[config.mk]
export PLATFORM = sky130hd
export DESIGN_NAME = collision_controller
export DESIGN_NICKNAME = d
export VERILOG_FILES = /design/src/rtl/collision_controller.sv
export SDC_FILE = /design/constraint.sdc
export NUM_CORES = 1
export LEC_CHECK = 0
export CAP_MARGIN = 10
export CORE_MARGIN = 10
export CORE_UTILIZATION = 45
export CTS_CLUSTER_DIAMETER = 30
export DETAILED_ROUTE_END_ITERATION = 8
export HOLD_SLACK_MARGIN = 0.03
export PLACE_DENSITY = 0.76
export SLEW_MARGIN = 5
export SYNTH_ARGS = -nofsm -noshare
export SYNTH_HDL_FRONTEND = slang
export SYNTH_SLANG_ARGS = --single-unit
export TNS_END_PERCENT = 5
[constraint.sdc]
create_clock -name clk -period 3.6 [get_ports clk]
set_clock_uncertainty 0.05 [all_clocks]
set_input_delay 0.36 -clock clk [delete_from_list [all_inputs] [get_ports clk]]
set_output_delay 0.36 -clock clk [all_outputs]
set_load 0.05 [all_outputs]
[src/rtl/collision_controller.sv]
// Collision-buffer sequencer: two-stage read/compare/write pixel pipeline plus full-buffer clear sweep.
// Optional: define COLL_FIRST_WINS_EN to keep the first sprite's ownership on a collision.
module collision_controller #(
  parameter int ADDR_WIDTH = 10,
  parameter int ID_WIDTH   = 8
) (
  input  logic                  clk,
  input  logic                  reset,
  input  logic                  pix_valid,
  output logic                  pix_ready,
  input  logic [ADDR_WIDTH-1:0] pix_x,
  input  logic [ID_WIDTH-1:0]   pix_id,
  input  logic                  clear_req,
  output logic                  busy,
  output logic                  clear_done,
  output logic                  coll_valid,
  output logic [ID_WIDTH-1:0]   coll_new_id,
  output logic [ID_WIDTH-1:0]   coll_old_id,
  output logic [7:0]            coll_count,
  input  logic                  count_clr,
  output logic [ADDR_WIDTH-1:0] buf_addr_a,
  output logic                  buf_wr_a,
  output logic [ID_WIDTH:0]     buf_wr_data_a,
  input  logic [ID_WIDTH:0]     buf_rd_data_a,
  output logic [ADDR_WIDTH-1:0] buf_addr_b,
  output logic                  buf_wr_b,
  output logic [ID_WIDTH:0]     buf_wr_data_b,
  output logic [1:0]            state_dbg
);

  localparam int DATA_WIDTH = ID_WIDTH + 1;
  localparam logic [ADDR_WIDTH-1:0] LAST_ADDR = '1;

  typedef enum logic [1:0] {
    IDLE  = 2'd0,
    FLUSH = 2'd1,
    CLEAR = 2'd2
  } state_t;

  state_t                  state, state_next;
  logic [ADDR_WIDTH-1:0]   clr_cnt;
  logic                    s1_valid;
  logic [ADDR_WIDTH-1:0]   s1_x;
  logic [ID_WIDTH-1:0]     s1_id;
  logic                    fw_valid;
  logic [ADDR_WIDTH-1:0]   fw_x;
  logic [DATA_WIDTH-1:0]   fw_data;
  logic [DATA_WIDTH-1:0]   old_word;
  logic [DATA_WIDTH-1:0]   s1_word;
  logic [DATA_WIDTH-1:0]   retained;
  logic                    hit;
  logic                    s1_wr;
  logic                    accept;

  // Pixel handshake: a pixel transfers on a cycle where pix_valid and pix_ready are both high;
  // pix_ready never depends on pix_valid, and the renderer holds pix_x/pix_id while stalled.
  assign pix_ready = (state == IDLE) & ~clear_req & ~reset;
  assign accept    = pix_valid & pix_ready;

  assign buf_addr_a    = pix_x;
  assign buf_wr_a      = 1'b0;
  assign buf_wr_data_a = '0;
  assign busy          = (state != IDLE);
  assign state_dbg     = state;

  // The buffer returns stale data when reading the address written the cycle before,
  // so the previous stage-1 result is forwarded instead.
  assign s1_word  = {1'b1, s1_id};
  assign old_word = (fw_valid && (fw_x == s1_x)) ? fw_data : buf_rd_data_a;
  assign hit      = s1_valid & old_word[ID_WIDTH] & (old_word[ID_WIDTH-1:0] != s1_id);

`ifdef COLL_FIRST_WINS_EN
  assign s1_wr    = s1_valid & ~hit;
  assign retained = hit ? old_word : s1_word;
`else
  assign s1_wr    = s1_valid;
  assign retained = s1_word;
`endif

  always_comb begin
    state_next    = state;
    buf_wr_b      = 1'b0;
    buf_addr_b    = s1_x;
    buf_wr_data_b = '0;
    unique case (state)
      IDLE: begin
        if (clear_req) state_next = FLUSH;
        buf_wr_b      = s1_wr;
        buf_wr_data_b = s1_valid ? s1_word : '0;
      end
      FLUSH: state_next = CLEAR;
      CLEAR: begin
        buf_wr_b   = 1'b1;
        buf_addr_b = clr_cnt;
        if (clr_cnt == LAST_ADDR) state_next = IDLE;
      end
      default: state_next = IDLE;
    endcase
    if (reset) buf_wr_b = 1'b0;
  end

  always_ff @(posedge clk) begin
    if (reset) begin
      state       <= IDLE;
      clr_cnt     <= '0;
      s1_valid    <= 1'b0;
      s1_x        <= '0;
      s1_id       <= '0;
      fw_valid    <= 1'b0;
      fw_x        <= '0;
      fw_data     <= '0;
      clear_done  <= 1'b0;
      coll_valid  <= 1'b0;
      coll_new_id <= '0;
      coll_old_id <= '0;
      coll_count  <= '0;
    end else begin
      state      <= state_next;
      clear_done <= (state == CLEAR) && (clr_cnt == LAST_ADDR);
      if (state == CLEAR) clr_cnt <= clr_cnt + ADDR_WIDTH'(1);
      s1_valid <= accept;
      if (accept) begin
        s1_x  <= pix_x;
        s1_id <= pix_id;
      end
      fw_valid   <= s1_valid;
      fw_x       <= s1_x;
      fw_data    <= retained;
      coll_valid <= hit;
      if (hit) begin
        coll_new_id <= s1_id;
        coll_old_id <= old_word[ID_WIDTH-1:0];
      end
      // A clear request wins over a simultaneous increment.
      if (count_clr) coll_count <= '0;
      else if (hit && (coll_count != 8'hFF)) coll_count <= coll_count + 8'd1;
    end
  end

endmodule

==> flow_metrics.tcl <==
set metrics [dict create \
    worstSetupEndpoint "coll_count[5]" \
    fmax_mhz 338 \
    holdBufCountCts 0 \
    drc 0 \
    h-tree-depth 3 \
    grt_first_pass_wirelength_mm 14.1 \
    num_rows 31 \
    grt_max_degree 70 \
    fin_crit_ps 2960 \
    die_w_um 108 \
    nets 496 \
    cts_tree "built" \
    synth_fa_ha_area_frac 0.00726 \
    finalHoldViolations 0 \
    antenna_left 0 \
    crit_start "s1_x[8]" \
    period_share 0.822 \
    path_cells "xnor2_1, nand4_1, or3_1, and3_1, nor4_1, a311oi_4, buf_4, a31o_2, a21oi_1" \
    first_pass_iters 4 \
    synth_cells 387 \
    clkSlewWorstSetupHoldPaths_ps 80 \
    initial_utilization 0.470 \
    setup.worst_path.end_class "register" \
    syn_area_mm2 0.00345 \
    synth_seq_cells 77 \
    dr.first_iter.drc_count 151 \
    synth_xor_area_frac 0.0508 \
    powerDensity_mw_per_mm2 385 \
    slew_violations 0 \
    ir_worst_vdd_mv 0.197 \
    fillerInstances 623 \
    critical_path_cell_count 9 \
    worstSkewPairLatency_ps 340 \
    synth_area_leader_cell "dfxtp_1" \
    ctsLongestPathBuffers 2 \
    final_util 0.608 \
    post-cts-setup-buffer-count 0 \
    hp-class "register to register" \
    ys_seq_area_frac 0.447 \
    synth.distinct_cells 42 \
    r2r_start "s1_x[8]" \
    outcome "finished, final reports clean" \
    synthTopCellsByArea "dfxtp_1, mux2i_1, nand2_1" \
    fin_tns_setup_ps 0 \
    synth_top_family_by_area "simple AND/OR/NAND/NOR gates" \
    worst_pin_slew_ps 710 \
    rsz0062_at_grt "no" \
    final_common_cell "clkdlybuf4s50_1" \
    ys_warn_count 0 \
    ff2ff_path_depth 9 \
    coreArea_mm2 0.00733 \
    criticalPathCategory "register to register" \
    crit_path_start_kind "register" \
    critPathMaxFanout 25 \
    worstPathArrival_ps 3190 \
    track_usage 0.151 \
    post_cts_resized 0 \
    totalWireLength_mm 8.82 \
    diodes 0 \
    antenna_found_initial 0 \
    crit_slowest_cell "or3_1" \
    synth-simple-area-share 0.207 \
    grt_overflow 0 \
    cts_sinks 77 \
    reg2reg_setup_slack_ps 640 \
    dp_hpwl_mm 6.60 \
    r2r_end "coll_count[5]" \
    vias 2875 \
    io_pins 102 \
    final_cell_mix "clkdlybuf4s50_1, dfxtp_1, nand2_1, nor2_1, a21oi_1" \
    maxSlewHeadroom 0.527 \
    avgSynthCellArea_um2 8.90 \
    root_buffer "clkbuf_8" \
    synth_compound_gate_area_share 0.110 \
    vias_per_cell 5.10 \
    wl_per_cell_um 15.6 \
    fp.dieH_um 108 \
    power_leakage_nw 1.73 \
    setup_viol_count_final 0 \
    synthMuxAreaShare 0.0908 \
    numCtsBuffers 9 \
    maxCapViolCount 0 \
    critPathTopFamily "simple AND/OR/NAND/NOR gates" \
    worstPathRequired_ps 3830 \
    area_delta_synth_final_pct 29.4 \
    gp_congestion 0.871 \
    grt_pass1_vias 2839 \
    hold-worst-slack_ps 440 \
    cp_num_buf_inv 1 \
    max_stage_delay_ps 630 \
    netlist.area_leader.share 0.447 \
    io_buffers 91 \
    die_area_mm2 0.0116 \
    drive_gt1_frac 0.0753 \
]
metal layers:
| metal | vias up | share of wire | track usage |
|---|---|---|---|
| met2 | 113 | 0.47 | 0.246 |
| met3 | 8 | 0.094 | 0.0617 |
| met5 | - | 0 | 0 |
| li1 | 1429 | - | - |
| met1 | 1325 | 0.43 | 0.175 |
| met4 | 0 | 0.012 | 0.0487 |
report_power, final:
part	switching (W)	leakage (nW)	internal, W
clock network	0.000291	0.0881	0.000279
registers	0.0000158	0.623	0.000869
logic	0.000166	1.02	0.0000978
total	0.000473	1.73	0.00125
worst min-delay path, cell delays in order (launching register included):
cell     delay, ps
dfxtp_1        330
nand2_1         60
a21oi_1         60
registers in the layout, summed over array words and instances (netlist names), 2 cells and up:
signal and flops:
clr_cnt 10, fw_x 10, s1_x 10, fw_data 9, coll_count 8, coll_new_id 8, coll_old_id 8, s1_id 8
state_dbg 2
stage by stage:
step                      setup slack, ps  cells  total power (W)  cell area, µm²
final                                 641    564          0.00172            4460
after detailed placement              704    550          0.00117            4290
after CTS                             690    564          0.00173            4460
after global placement                789    550          0.00117            4290
after floorplan                       502    396          0.00109            3480
after global routing                  456    564          0.00177            4460
cell usage after synthesis:
library cell  instances
a21oi_1              27
conb_1                1
inv_1                 9
buf_6                 3
nor2_1               36
xnor2_1              12
a41o_1                4
or2_2                 2
buf_2                 2
nand4_1               4
nor3b_1               3
a211oi_1              8
buf_4                21
nor2b_1              17
mux2_2               10
o22ai_1               3
nand2b_1              3
xor2_1                8
nand3_1               3
a31oi_1               3
and4_1                1
buf_1                 1
or3_1                 4
nor4_1                3
a31o_1                1
o21ai_0               3
a311oi_2              1
o221ai_1              1
a311oi_4              1
and2_1                5
nand2_1              52
nor3_1                7
o2111ai_1             1
and3_1               10
o22a_1                1
mux2i_1              20
a31o_2                1
clkinv_1              1
a22oi_1               1
ha_1                  2
dfxtp_1              77
clkbuf_1             14
cell type report:
| cell class | instances | area, µm² | area share |
|---|---|---|---|
| multi-input combinational | 268 | 1650 | 0.370 |
| timing repair buffer | 96 | 943 | 0.212 |
| clock buffer | 12 | 155 | 0.0348 |
| tap | 99 | 124 | 0.0278 |
| inverter | 10 | 37.5 | 0.00842 |
| sequential | 77 | 1540 | 0.346 |
| clock inverter | 2 | 10.0 | 0.00224 |
how the worst min path moves through the flow:
stage,slack [ps],startpoint,depth (start not counted),endpoint
detailed placement,430,s1_id[4],2,s1_id[4]
global placement,420,s1_id[4],2,s1_id[4]
floorplan,400,s1_id[4],2,s1_id[4]
global route,470,s1_x[1],1,fw_x[1]
finish,440,s1_id[4],2,s1_id[4]
CTS,440,s1_id[4],2,s1_id[4]
cells by family after synthesis:
group | Yosys count
buffers and inverters | 51
AND/OR/NAND/NOR | 150
AO/OA/AOI/OAI | 56
adder cells (fa/ha/maj) | 2
other | 1
XOR/XNOR | 20
multiplexers | 30
flip-flops | 77
(Power assumes the default switching activity.)
